--- config.mk ---
export PLATFORM = sky130hd
export DESIGN_NAME = joystick_cmd_scheduler
export DESIGN_NICKNAME = d
export VERILOG_FILES = /design/src/rtl/joystick_cmd_scheduler.sv
export SDC_FILE = /design/constraint.sdc
export NUM_CORES = 1
export LEC_CHECK = 0
export CAP_MARGIN = 20
export CORE_MARGIN = 2
export CORE_UTILIZATION = 55
export DETAILED_ROUTE_END_ITERATION = 10
export PLACE_DENSITY = 0.87
export SLEW_MARGIN = 20
export SYNTH_ARGS = -nofsm -noshare
export SYNTH_HDL_FRONTEND = slang
export SYNTH_SLANG_ARGS = --single-unit
export TNS_END_PERCENT = 50
--- constraint.sdc ---
create_clock -name clk -period 2.4 [get_ports clk]
set_input_delay 0.48 -clock clk [delete_from_list [all_inputs] [get_ports clk]]
set_output_delay 0.48 -clock clk [all_outputs]
set_load 0.01 [all_outputs]
--- src/rtl/joystick_cmd_scheduler.sv ---
// ---------------------------------------------------------------------------
// joystick_cmd_scheduler
//
// Turns two players' debounced joystick levels and fire pulses into a single
// valid/ready command stream for the game engine.
//   * Direction levels become auto-repeating move events: one event on press,
//     one after INIT_DELAY cycles, then one every REPEAT_PERIOD cycles.
//   * Fire pulses become fire events, rate limited by a per-player cooldown
//     that starts when the fire command is granted.
//   * Each player has a one-deep move slot and a one-deep fire slot. Fire
//     beats move within a player; players are arbitrated round-robin.
//
// Ports
//   clk           system clock, rising edge
//   rst           synchronous reset, active high
//   i_p0_dir      player 0 levels {up,down,left,right}
//   i_p0_fire     player 0 fire, one-cycle pulse
//   i_p1_dir      player 1 levels {up,down,left,right}
//   i_p1_fire     player 1 fire, one-cycle pulse
//   i_cmd_ready   engine accepts the current command
//   o_cmd_valid   command available
//   o_cmd_player  0 = player 0, 1 = player 1
//   o_cmd_code    1=up 2=down 3=left 4=right 5=fire
//   o_drop        one-cycle pulse when any fire pulse was discarded
// ---------------------------------------------------------------------------
module joystick_cmd_scheduler #(
    parameter int CNT_W         = 24,
    parameter int INIT_DELAY    = 20,
    parameter int REPEAT_PERIOD = 5,
    parameter int FIRE_COOLDOWN = 10
) (
    input  logic       clk,
    input  logic       rst,
    input  logic [3:0] i_p0_dir,
    input  logic       i_p0_fire,
    input  logic [3:0] i_p1_dir,
    input  logic       i_p1_fire,
    input  logic       i_cmd_ready,
    output logic       o_cmd_valid,
    output logic       o_cmd_player,
    output logic [2:0] o_cmd_code,
    output logic       o_drop
);

    typedef enum logic [1:0] {
        IDLE      = 2'd0,
        WAIT_INIT = 2'd1,
        REPEAT    = 2'd2
    } move_state_t;

    localparam logic [CNT_W-1:0] INIT_LOAD   = CNT_W'(INIT_DELAY - 1);
    localparam logic [CNT_W-1:0] REPEAT_LOAD = CNT_W'(REPEAT_PERIOD - 1);
    localparam logic [CNT_W-1:0] COOL_LOAD   = CNT_W'(FIRE_COOLDOWN);
    localparam logic [CNT_W-1:0] CNT_ONE     = CNT_W'(1);
    localparam logic [2:0]       CODE_NONE   = 3'd0;
    localparam logic [2:0]       CODE_FIRE   = 3'd5;

    // Highest-priority asserted direction: up > down > left > right.
    function automatic logic [2:0] dir_sel(input logic [3:0] d);
        logic [2:0] code;
        code = CODE_NONE;
        if (d[3])      code = 3'd1;
        else if (d[2]) code = 3'd2;
        else if (d[1]) code = 3'd3;
        else if (d[0]) code = 3'd4;
        return code;
    endfunction

    // Player-indexed views of the inputs.
    logic [1:0][3:0] dir;
    logic [1:0]      fire;

    assign dir  = {i_p1_dir, i_p0_dir};
    assign fire = {i_p1_fire, i_p0_fire};

    // Per-player state.
    move_state_t           move_state [2];
    logic [1:0][2:0]       cur_code;     // direction the FSM is tracking
    logic [1:0][2:0]       move_code;    // code held in the move slot
    logic [1:0][CNT_W-1:0] move_cnt;
    logic [1:0][CNT_W-1:0] fire_cnt;     // fire cooldown
    logic [1:0]            move_pend;
    logic [1:0]            fire_pend;
    logic                  last_grant;

    // Combinational decode / arbitration.
    logic [1:0][2:0] sel_code;
    logic [1:0]      cand;
    logic [1:0]      fire_acc;
    logic [1:0]      fire_drop;
    logic [1:0]      gnt_move;
    logic [1:0]      gnt_fire;
    logic            gnt_player;
    logic            load;
    logic [2:0]      gnt_code;

    always_comb begin
        for (int p = 0; p < 2; p++) begin
            sel_code[p]  = dir_sel(dir[p]);
            cand[p]      = fire_pend[p] | move_pend[p];
            // A pulse while the slot is full covers the same-cycle-as-grant
            // case too: a grant implies the slot is still full this cycle.
            fire_acc[p]  = fire[p] & ~fire_pend[p] & (fire_cnt[p] == '0);
            fire_drop[p] = fire[p] & ~fire_acc[p];
        end

        // With both players waiting, the one not served last goes first.
        gnt_player = (cand[0] & cand[1]) ? ~last_grant : cand[1];
        load       = (~o_cmd_valid | i_cmd_ready) & (|cand);
        gnt_code   = fire_pend[gnt_player] ? CODE_FIRE : move_code[gnt_player];

        gnt_fire             = '0;
        gnt_move             = '0;
        gnt_fire[gnt_player] = load & fire_pend[gnt_player];
        gnt_move[gnt_player] = load & ~fire_pend[gnt_player];
    end

    // Move FSMs. The grant clear comes first so that an event landing in the
    // same cycle re-arms the slot (set beats clear).
    always_ff @(posedge clk) begin
        if (rst) begin
            for (int p = 0; p < 2; p++) begin
                move_state[p] <= IDLE;
                cur_code[p]   <= CODE_NONE;
                move_code[p]  <= CODE_NONE;
                move_cnt[p]   <= '0;
                move_pend[p]  <= 1'b0;
            end
        end else begin
            for (int p = 0; p < 2; p++) begin
                if (gnt_move[p])
                    move_pend[p] <= 1'b0;

                if (sel_code[p] == CODE_NONE) begin
                    // Release drops any move not yet handed to the engine.
                    move_state[p] <= IDLE;
                    cur_code[p]   <= CODE_NONE;
                    move_cnt[p]   <= '0;
                    move_pend[p]  <= 1'b0;
                end else if (move_state[p] == IDLE || sel_code[p] != cur_code[p]) begin
                    // New press, or a switch to another direction.
                    move_state[p] <= WAIT_INIT;
                    cur_code[p]   <= sel_code[p];
                    move_code[p]  <= sel_code[p];
                    move_cnt[p]   <= INIT_LOAD;
                    move_pend[p]  <= 1'b1;
                end else if (move_cnt[p] != '0) begin
                    move_cnt[p] <= move_cnt[p] - CNT_ONE;
                end else begin
                    // Initial delay or repeat period expired.
                    move_state[p] <= REPEAT;
                    move_code[p]  <= cur_code[p];
                    move_cnt[p]   <= REPEAT_LOAD;
                    move_pend[p]  <= 1'b1;
                end
            end
        end
    end

    // Fire slots and cooldowns.
    always_ff @(posedge clk) begin
        if (rst) begin
            for (int p = 0; p < 2; p++) begin
                fire_pend[p] <= 1'b0;
                fire_cnt[p]  <= '0;
            end
        end else begin
            for (int p = 0; p < 2; p++) begin
                if (fire_acc[p])
                    fire_pend[p] <= 1'b1;
                else if (gnt_fire[p])
                    fire_pend[p] <= 1'b0;

                if (gnt_fire[p])
                    fire_cnt[p] <= COOL_LOAD;
                else if (fire_cnt[p] != '0)
                    fire_cnt[p] <= fire_cnt[p] - CNT_ONE;
            end
        end
    end

    // Output register and round-robin pointer. player/code only change on a
    // load, so they stay stable through a stall.
    always_ff @(posedge clk) begin
        if (rst) begin
            o_cmd_valid  <= 1'b0;
            o_cmd_player <= 1'b0;
            o_cmd_code   <= CODE_NONE;
            o_drop       <= 1'b0;
            last_grant   <= 1'b1;
        end else begin
            o_drop <= |fire_drop;
            if (load) begin
                o_cmd_valid  <= 1'b1;
                o_cmd_player <= gnt_player;
                o_cmd_code   <= gnt_code;
                last_grant   <= gnt_player;
            end else if (i_cmd_ready) begin
                o_cmd_valid <= 1'b0;
            end
        end
    end

endmodule

# ---- Word level (Yosys, flattened, before mapping)
# Memory sizes are Yosys's and may differ from the RTL's.
# Cells that the tools add are included.
dict set report word_totals {
  input_bits 13
  ram_bits 4
  reg_bits 119
  latch_bits 0
  wordCells 170
  memories 1
  rom_bits 0
  output_inout_bits 6
}
# memory depth width rd rd_ports_with_merged_regs write_ports line_no
set memory_table {}
lappend memory_table {move_state 2 2 2 0 2 77} ;# move_state_t move_state [2];
dict set report classes {
  n_eq_ne 6
  bitwise_logic 32
  div_mod_pow 0
  mul 0
  reduce_logical 30
  mux 72
  n_lt_le_gt_ge 2
  n_shift 0
  n_addsub 4
}
# op count
set op_table {}
lappend op_table {{$reduce_bool A24 Y1} 4}
lappend op_table {{$sub A24 B1 Y24 const B} 4}
lappend op_table {{$logic_not A24 Y1} 2}
lappend op_table {{$mux W3} 15}
lappend op_table {{$mux W1} 42}
lappend op_table {{$mux W5} 4}
lappend op_table {{$mux W4} 4}
lappend op_table {{$mux W2} 6}
lappend op_table {{$reduce_or A2 Y1} 6}
lappend op_table {{$not A1 Y1} 11}
lappend op_table {{$and A1 B1 Y1} 10}
lappend op_table {{$reduce_bool A2 Y1} 5}
lappend op_table {{$or A1 B1 Y1} 9}
lappend op_table {{$reduce_or A4 Y1} 2}
lappend op_table {{$logic_not A3 Y1} 2}
lappend op_table {{$ne A3 B3 Y1} 2}
lappend op_table {{$ne A3 B3 Y1 const B} 2}
lappend op_table {{$reduce_or A3 Y1} 2}
lappend op_table {{$and A2 B2 Y2} 2}
lappend op_table {{$logic_not A2 Y1} 2}
lappend op_table {{$ne A2 B2 Y1 const B} 2}
lappend op_table {{$reduce_and A2 Y1} 2}
lappend op_table {{$logic_or A1 B1 Y1} 2}
lappend op_table {{$lt A1 B2 Y1 const B} 1}
lappend op_table {{other kinds (3)} 3}

# ---- Depth between registers and ports, before layout
# Gate-level depths: netlist of the first run.
dict set report depth {
  depth_word 12
  ltp_mapped 9
  ltp_nobuf 7
}

# ---- Worst setup path before layout of the first run
# Ideal clock, no wire load.
dict set report synth_timing {
  kind {register to register}
  startpoint {register move_cnt[10] (netlist bit)}
  endpoint {memory move_state[0][0] (netlist bit) (enable)}
  required_ns 2.091
  path_stages_with_launch 7
  path_slack_ns -0.165
  synth_period_minus_slack_ns 2.565
  t_arrival_ns 2.256
  path_buffers 2
  setup_time_ns 0.309
  cell_sequence {dfxtp_1 -> or4_4 -> or4_4 -> or4_4 -> buf_6 -> nand3_1 -> buf_2}
}
# element line_no
set synth_rtl {}
lappend synth_rtl {{start: declaration} 80} ;# logic [1:0][CNT_W-1:0] move_cnt;
lappend synth_rtl {{start signal: indexed assignment} 148} ;# move_cnt[p] <= move_cnt[p] - CNT_ONE;
lappend synth_rtl {{end: declaration} 77}

# ---- Worst setup path after layout of the first run
dict set report layout_timing {
  startpoint {register fire_cnt[29] (netlist bit)}
  endpoint {register fire_cnt[43] (netlist bit)}
}
dict set report layout_via {
  elab_chain_len 1
  elab_cells_between_ends 2
  classes_between {1 x add/sub; 1 x reduce/logical}
}
# element line_no
set layout_rtl {}
lappend layout_rtl {{start: declaration} 81} ;# logic [1:0][CNT_W-1:0] fire_cnt;
lappend layout_rtl {{start signal: indexed assignment} 177} ;# fire_cnt[p] <= fire_cnt[p] - CNT_ONE;
lappend layout_rtl {{$sub A24 B1 Y24 or $reduce_bool A24 Y1 (tied branches)} {177, 176}}
# Several ways; a longest one is shown, not always the timed one.
# A chain may end at the register's enable or synchronous reset.

==> flow_summary.toml, run 1 <==
[status]
outcome = "finished, final reports clean"

[critical_path]
rr_endpoint = "fire_cnt[43]"
reg2regPathDepth = 7
critical_path_class = "flop to flop"
crit_required_ps = 2800
rrSetupSlack_ps = 50
arrival_ps = 2750
path_cells = "or4_4, buf_4, or3_1, or4_4, nor2_2, xnor2_1, nor2_1"
crit_fanout = 7
path_common_cell = "or4_4"
start_kind = "flop"
slowest_stage = "or4_4"
slowest_delay_ps = 540
reg2reg_from = "fire_cnt[29]"
end_kind = "flop"

[yosys]
syn_inst = 625
yosysWarnings = 0
synthArstFlopShare_pct = 0
synth_seq_cells = 123
seq_area_frac_synth_pct = 46.15
ys_types = 52
syn_avg_cell_area_um2 = 8.676
syn_nets = 646
synthesis.area_um2 = 5423
ys.flop_type = "dfxtp_1"
synth_edf_count = 4

[route]
wire_per_inst_um = 14.57
route.detailed.drc = 0
drtIter0Drc = 192
first_pass_iters = 5
ant_nets = 0
vias_per_cell = 5.556
drt-total-wl_um = 12020
vias = 4584

[final_layout]
fin_cells = 825
drive_above_1_share_pct = 13.58
area_growth_pct = 22.43
layout.nets = 700
fin_area_um2 = 6639
antenna_cells = 0
fillers = 692
final_cell_mix = "nor2_1 (121), dfxtp_1 (117), xnor2_1 (45)"
seq_area_um2 = 2505
multiInputGateArea_um2 = 2839
mostFrequentLayoutCell = "nor2_1"

[power_and_ir_drop]
powerDensity_nw_per_um2 = 1219
peakVddDrop_uv = 678.1
power.leakage_nw = 2.561
total_power_mw = 8.093

[sta]
setup_viol = 0
min_period_ps = 2353
worst_pin_slew_ps = 970.8
max_freq_mhz = 425.0
skew_ps = 9.197
maxSlewHeadroom_pct = 34.43
grt_setup_unrepaired = "yes"
maxSlewViolCount = 0
hold_viol = 0
post-route-period-util_pct = 98.05

[placement]
routabilityCongestion = 0.8203
port_buffers = 18
placed_area_um2 = 5996
post-dp-hpwl_um = 7818
dp.cells = 791

[clocking]
cts.reportedPaths.clkPinSlew_ps = 60
clock_sinks = 123
clk_latency_ps = 520
cts_tree = "done"
htree_levels = 4
cts_inserted_buffers = 17
cts.path.max_buffers = 2
root_buffer = "clkbuf_8"

[die]
io_pins = 19
die_y_um = 103.3
row_count = 36
start_util_pct = 55.99
die_x_um = 103.3
die_area_um2 = 10670
core_area_um2 = 9684

[worst_hold_path]
hp-start = "move_code[1]"
hold_depth = 2
holdPathEnd = "move_code[1]"
hold_class = "flop to flop"

[global_route]
antenna_found_initial = 0
grt.total_usage_pct = 23.41
grt_pass1_vias = 4561
grt.overflow.total = 0
grt_max_degree = 24
grt_pass1_wl_um = 19530

[job]
max_cap_viol_count = 0
timing repair:
item / 4_1_cts / 5_1_grt
hold buffers: 0 / 0
setup buffers: 1 / 0
pin swaps: 4 / 1
endpoints found under the setup margin: 2 / 51
gates cloned: 1 / 0
resized for setup: 2 / 11
how the worst max path moves through the flow:
stage	startpoint	to	slack [ps]
floorplan	move_cnt[10]	move_state[0][0]	-60
global placement	i_p0_dir[2]	move_cnt[15]	-70
detailed placement	i_p0_dir[2]	move_cnt[15]	-100
CTS	move_cnt[12]	move_code[2]	-8
global route	move_cnt[33]	move_cnt[42]	-40
finish	fire_cnt[29]	fire_cnt[43]	50
cell usage after synthesis, types with 2 or more instances:
cell type | n | area, um^2
nor2_1 | 122 | 457.9
dfxtp_1 | 119 | 2382
xnor2_1 | 45 | 394.1
nand2_1 | 41 | 153.9
a21oi_1 | 34 | 170.2
xor2_1 | 29 | 254.0
nor3_1 | 28 | 140.1
o21ai_0 | 21 | 105.1
nor4_1 | 19 | 118.9
inv_1 | 17 | 63.81
nand3_1 | 16 | 80.08
clkbuf_1 | 15 | 56.30
or4_1 | 13 | 97.59
or3_1 | 10 | 62.56
ha_1 | 8 | 100.1
nand2b_1 | 7 | 43.79
nand3b_1 | 7 | 52.55
nand4_1 | 6 | 37.54
nand4b_1 | 5 | 43.79
nor2b_1 | 5 | 31.28
buf_2 | 4 | 20.02
edfxtp_1 | 4 | 120.1
nor3b_1 | 4 | 30.03
o31ai_1 | 4 | 30.03
or2_2 | 4 | 25.02
o32ai_1 | 3 | 26.28
o41ai_1 | 3 | 26.28
or4_4 | 3 | 33.78
a221oi_1 | 2 | 17.52
a31oi_1 | 2 | 12.51
mux2i_1 | 2 | 20.02
o21bai_1 | 2 | 15.01
o2bb2ai_1 | 2 | 17.52
logic make-up (layout without fill, tap and decap cells):
family	count (synthesis)	count (layout)	share of synthesized area, %
adders and majority gates	8	8	1.846
DFF	123	123	46.15
AOI/OAI and AO/OA	85	85	9.991
buffers and inverters	37	103	2.792
xor gates and xnor gates	74	74	11.95
and+or+nand+nor	296	297	26.90
muxes	2	2	0.3692
area by class of cell:
cell class,instances,area share (%)
clock buffer,21,6.936
clock inverter,11,1.753
inverter,17,0.9612
multi-input combinational,466,42.76
sequential,123,37.73
tap,133,2.507
timing repair buffer,54,7.350
per-layer routing:
| metal | share of wire, % | vias to the layer above | track usage, % | wire [um] |
|---|---|---|---|---|
| li1 | - | 2277 | - | - |
| met1 | 41 | 2200 | 24.42 | 4964 |
| met2 | 54 | 86 | 43.31 | 6520 |
| met3 | 2.9 | 21 | 6.317 | 351 |
| met4 | 1.5 | 0 | 11.34 | 184 |
| met5 | 0 | - | 0 | 0 |
registers in the layout, summed over array words and instances, names as in the netlist, 2 cells and up:
| signal | flops |
|---|---|
| move_pend | 2 |
| move_state | 4 |
| fire_cnt | 48 |
| o_cmd_code | 3 |
| move_cnt | 48 |
| move_code | 6 |
| cur_code | 6 |
| fire_pend | 2 |
power breakdown:
group	switching [mW]	total (mW)	internal, mW
clock	0.912	2.47	1.56
combinational	1.56	2.82	1.26
sequential	0.361	2.81	2.44
total	2.83	8.09	5.26
worst max-delay path: cells and delay by family, from the launching register on:
family                 cells  cell delay (ps)
flip-flops                 1              360
buffers and inverters      1              170
XOR/XNOR                   1              140
AND/OR/NAND/NOR            5             1570
stage by stage:
step	TNS [ps]	utilization, %	worst slack (ps)	hold slack (ps)
after floorplan	-129.9	-	-62.19	429.1
after global placement	-1119	61.91	-71.01	453.2
after detailed placement	-1678	61.91	-102.7	455.5
after CTS	-8.094	68.09	-8.094	472.2
after global routing	-43.70	68.55	-42.13	498.6
final	0	68.55	46.84	470.8
No activity file was read; power rests on OpenSTA's default activity.
==> run 2: changes to the inputs <==
- ABC_CLOCK_PERIOD_IN_PS: unset -> 2400
- CORE_ASPECT_RATIO: unset -> 1.4
- PLACE_DENSITY: 0.87 -> unset
- PLACE_DENSITY_LB_ADDON: unset -> 0.15
==> flow_summary.toml, run 2 (synthesis results as in run 1) <==
[route]
drt-total-wl_um = 10910
wire_per_inst_um = 13.16
first_pass_iters = 4
ant_nets = 0
drtIter0Drc = 224
vias_per_cell = 5.403
vias = 4479
route.detailed.drc = 0

[global_route]
grt_use_met2_pct = 38.21
grt_max_degree = 24
grt_pass1_vias = 4461
grt_pass1_wl_um = 18860
grt_use_met3_pct = 5.170
grt.total_usage_pct = 22.07
grt.overflow.total = 0
antenna_found_initial = 0
top_usage_layer = "met2"
gr-usage-met1_pct = 25.72

[power_and_ir_drop]
power_switching_mw = 2.692
power.leakage_nw = 2.613
pwr-share-seq_pct = 34.1
powerDensity_nw_per_um2 = 1210
clkPwrFrac_pct = 31.8
p_sw_share_pct = 33.11
combinationalPowerShare_pct = 34.0
peakVddDrop_uv = 564.1
total_power_mw = 8.131
internal_power_mw = 5.439

[die]
io_pins = 19
die_area_um2 = 10680
die_x_um = 87.92
die_y_um = 121.5
row_count = 42
core_area_um2 = 9512
start_util_pct = 57.01

[clocking]
post_cts_buffers = 0
cts.reportedPaths.clkPinSlew_ps = 50
clk_latency_ps = 410
cts_inserted_buffers = 17
htree_levels = 4
cts_tree = "done"
clock_sinks = 123
cts.path.max_buffers = 2
root_buffer = "clkbuf_16"

[final_layout]
fin_area_um2 = 6721
reg_top3 = "fire_cnt: 48 flops, move_cnt: 48 flops"
final_cell_mix = "nor2_1 (121), dfxtp_1 (118), xnor2_1 (45)"
drive_above_1_share_pct = 14.06
antenna_cells = 0
fin_cells = 829
layout.nets = 705
area_growth_pct = 23.95
mostFrequentLayoutCell = "nor2_1"

[sta]
skew_ps = 8.452
max_freq_mhz = 417.6
grt_setup_unrepaired = "yes"
setup_viol = 0
worst_pin_slew_ps = 843.6
maxSlewHeadroom_pct = 43.02
setup_tns_ps = 0
maxSlewViolCount = 0
hold_viol = 0
min_period_ps = 2395
post-route-period-util_pct = 99.79

[critical_path]
crit_fanout = 6
path_cells = "or4_4, or4_4, or4_4, and3b_4, a2111oi_4"
reg2regPathDepth = 5
reg2reg_from = "move_cnt[9]"
end_kind = "flop"
cp-startpoint = "move_cnt[9]"
start_kind = "flop"
slowest_delay_ps = 620
critical_path_class = "flop to flop"
path_common_cell = "or4_4"
arrival_ps = 2710
slowest_stage = "or4_4"
crit_required_ps = 2710

[worst_hold_path]
hold_class = "flop to flop"
hold_depth = 2
hp-start = "move_code[0]"

[placement]
post-dp-hpwl_um = 7349
dp.cells = 795
routabilityCongestion = 0.8002
placed_area_um2 = 6020
port_buffers = 18

[job]
max_cap_viol_count = 0

[status]
outcome = "finished, final reports clean"
## run 2: changes by cell type in the layout (fill, tap and decap cells not counted), moves of 2 or more
cell	previous run	this run
clkinv_2	5	3
buf_4	33	38
or4_4	9	7
clkbuf_8	2	7
clkbuf_16	17	20
clkinv_4	2	0
## run 2: through the flow
step                      hold slack [ps]  setup slack (ps)  utilization, %
after global routing                481.7            -49.81           70.67
final                               453.4             5.154           70.67
after detailed placement            446.8            -82.77           63.29
after floorplan                     429.1            -62.19               -
after global placement              446.1            -51.68           63.29
after CTS                           452.9             3.737           69.85
## run 2: worst paths after layout
check                  to  slack [ps]
max          move_code[2]           5
min          move_code[0]         450
max reg2reg  move_code[2]           5
min reg2reg  move_code[0]         450
## run 2: cell type report
type                            count  area, um^2
Inverter                           17       63.81
Timing Repair Buffer               59       530.5
Clock inverter                      4       45.04
Sequential cell                   123        2504
Fill cell                         724        2790
Clock buffer                       28       579.3
Multi-Input combinational cell    466        2834
Tap cell                          132       165.2
## run 2: what timing repair did
item / CTS / global route
hold buffers: 0 / 0
endpoints found under the hold margin: 0 / 0
gates resized for setup: 0 / 11
setup endpoints to repair: 0 / 68
## run 2: worst max-delay path, delay by kind of cell (launching register included)
family / cells / cell delay (ps)
AOI/OAI and AO/OA: 1 / 170
DFF: 1 / 310
and+or+nand+nor: 4 / 1830
## run 2: power by group through the flow
stage | Clock, mW | Sequential (mW) | Combinational [mW]
5_1_grt | 2.72 | 2.83 | 3.13
4_1_cts | 2.62 | 2.77 | 2.71
2_1_floorplan | 0 | 2.73 | 2.05
3_3_place_gp | 0 | 2.79 | 2.59
3_5_place_dp | 0 | 2.81 | 2.66
6_report | 2.59 | 2.78 | 2.77
## run 2: layer usage
| metal | wire length, um | share of wire [%] | up-vias |
|---|---|---|---|
| met5 | 0 | 0 | - |
| met3 | 264 | 2.4 | 24 |
| met1 | 4741 | 43 | 2116 |
| met2 | 5706 | 52 | 49 |
| li1 | - | - | 2290 |
| met4 | 197 | 1.8 | 0 |
==> run 3: changes to the inputs <==
- ABC_CLOCK_PERIOD_IN_PS: 2400 -> 2700
- CORE_UTILIZATION: 55 -> 61
- clock period: 2.4 -> 2.7 ns (I/O delays scaled with it)
==> flow_summary.toml, run 3 (synthesis results as in run 1) <==
[final_layout]
mostFrequentLayoutCell = "nor2_1"
area_growth_pct = 18.20
drive_above_1_share_pct = 9.467
antenna_cells = 0
layout.nets = 684
fin_area_um2 = 6410
final_cell_mix = "nor2_1 (122), dfxtp_1 (119), xnor2_1 (45)"
reg_top3 = "fire_cnt: 48 flops, move_cnt: 48 flops"

[sta]
setup_slack_ps = 112.6
grt_setup_unrepaired = "no"
maxSlewHeadroom_pct = 45.74
post-route-period-util_pct = 95.83
hold_viol = 0
setup_tns_ps = 0
maxSlewViolCount = 0
whs_ps = 463.5
worst_pin_slew_ps = 803.4
max_freq_mhz = 386.5
min_period_ps = 2587
skew_ps = 7.171
setup_viol = 0

[clocking]
cts_inserted_buffers = 17
clock_sinks = 123
cts.path.max_buffers = 2
post_cts_buffers = 0
cts.reportedPaths.clkPinSlew_ps = 50
clk_latency_ps = 410
root_buffer = "clkbuf_16"
htree_levels = 4
cts_tree = "done"

[route]
drt-total-wl_um = 10590
vias = 4367
drtIter0Drc = 232
ant_nets = 0
route.detailed.drc = 0
first_pass_iters = 4
wire_per_inst_um = 13.55
vias_per_cell = 5.592

[power_and_ir_drop]
power.leakage_nw = 2.471
powerDensity_nw_per_um2 = 1103
peakVddDrop_uv = 822.1
total_power_mw = 7.071

[worst_hold_path]
hold_class = "flop to flop"

[critical_path]
rrSetupSlack_ps = 110
end_kind = "flop"
start_kind = "flop"
crit_required_ps = 2990
crit_fanout = 20
reg2regPathDepth = 6
reg2reg_from = "move_cnt[10]"
rr_endpoint = "move_cnt[11]"
arrival_ps = 2880
critical_path_class = "flop to flop"
cp-endpoint = "move_cnt[11]"
cp-startpoint = "move_cnt[10]"

[global_route]
grt_max_degree = 24
grt_pass1_wl_um = 19030
grt_pass1_vias = 4439
grt.total_usage_pct = 23.96
grt.overflow.total = 0
antenna_found_initial = 0

[placement]
routabilityCongestion = 0.7948
placed_area_um2 = 5804
place_ws_ps = 77.10
port_buffers = 18
post-dp-hpwl_um = 7163

[die]
io_pins = 19
start_util_pct = 62.99
core_area_um2 = 8608
die_area_um2 = 9671
row_count = 40
die_x_um = 83.69
die_y_um = 115.6

[job]
max_cap_viol_count = 0

[status]
outcome = "finished, final reports clean"
## run 3: cell count changes in the layout (fill, tap and decap cells not counted), sizes merged
cell    before  now
inv         17   18
bufinv       1    2
clkbuf      29   26
buf         40   21
or4         17   16
## run 3: layout make-up
cell class                      instances  area [um^2]
Timing Repair Buffer                   39        337.8
Tap cell                              105        131.4
Sequential cell                       123         2502
Fill cell                             638         2198
Clock inverter                          6        81.33
Clock buffer                           26        519.2
Multi-Input combinational cell        465         2774
Inverter                               17        63.81
## run 3: metal layers
| metal | wire length, um | GRT usage [%] | up-vias |
|---|---|---|---|
| met4 | 226 | 11.18 | 0 |
| met5 | 0 | 0 | - |
| li1 | - | - | 2248 |
| met2 | 5450 | 42.83 | 70 |
| met1 | 4592 | 27.26 | 2030 |
| met3 | 315 | 5.413 | 19 |
## run 3: worst min-delay path by stage
| stage | start | to | slack, ps | cells past startpoint |
|---|---|---|---|---|
| global route | move_cnt[31] | move_cnt[31] | 490 | 2 |
| finish | move_cnt[31] | move_cnt[31] | 460 | 2 |
| detailed placement | move_cnt[31] | move_cnt[31] | 460 | 2 |
| CTS | move_cnt[31] | move_cnt[31] | 470 | 2 |
| global placement | move_cnt[31] | move_cnt[31] | 450 | 2 |
| floorplan | move_code[0] | move_code[0] | 430 | 2 |
## run 3: worst max-delay path: stages (launching register included)
cell and delay (ps):
dfxtp_1 340, or4_4 540, or4_4 450, or4_4 620, nand3_1 170, buf_4 260
nor2_1 80
## run 3: per-stage QoR
step,utilization (%),instances
4_1_cts,74.40,781
6_report,74.46,781
3_5_place_dp,67.43,749
2_1_floorplan,-,625
5_1_grt,74.46,781
3_3_place_gp,67.43,749
## run 3: power breakdown
| group | switching, mW | total (mW) | internal, mW |
|---|---|---|---|
| Sequential | 0.310 | 2.48 | 2.17 |
| Combinational | 1.32 | 2.34 | 1.02 |
| Clock | 0.746 | 2.25 | 1.50 |
## run 3: timing repair
action	in CTS	in global routing
setup endpoints to repair	0	20
hold buffers	0	0
resized for setup	0	1
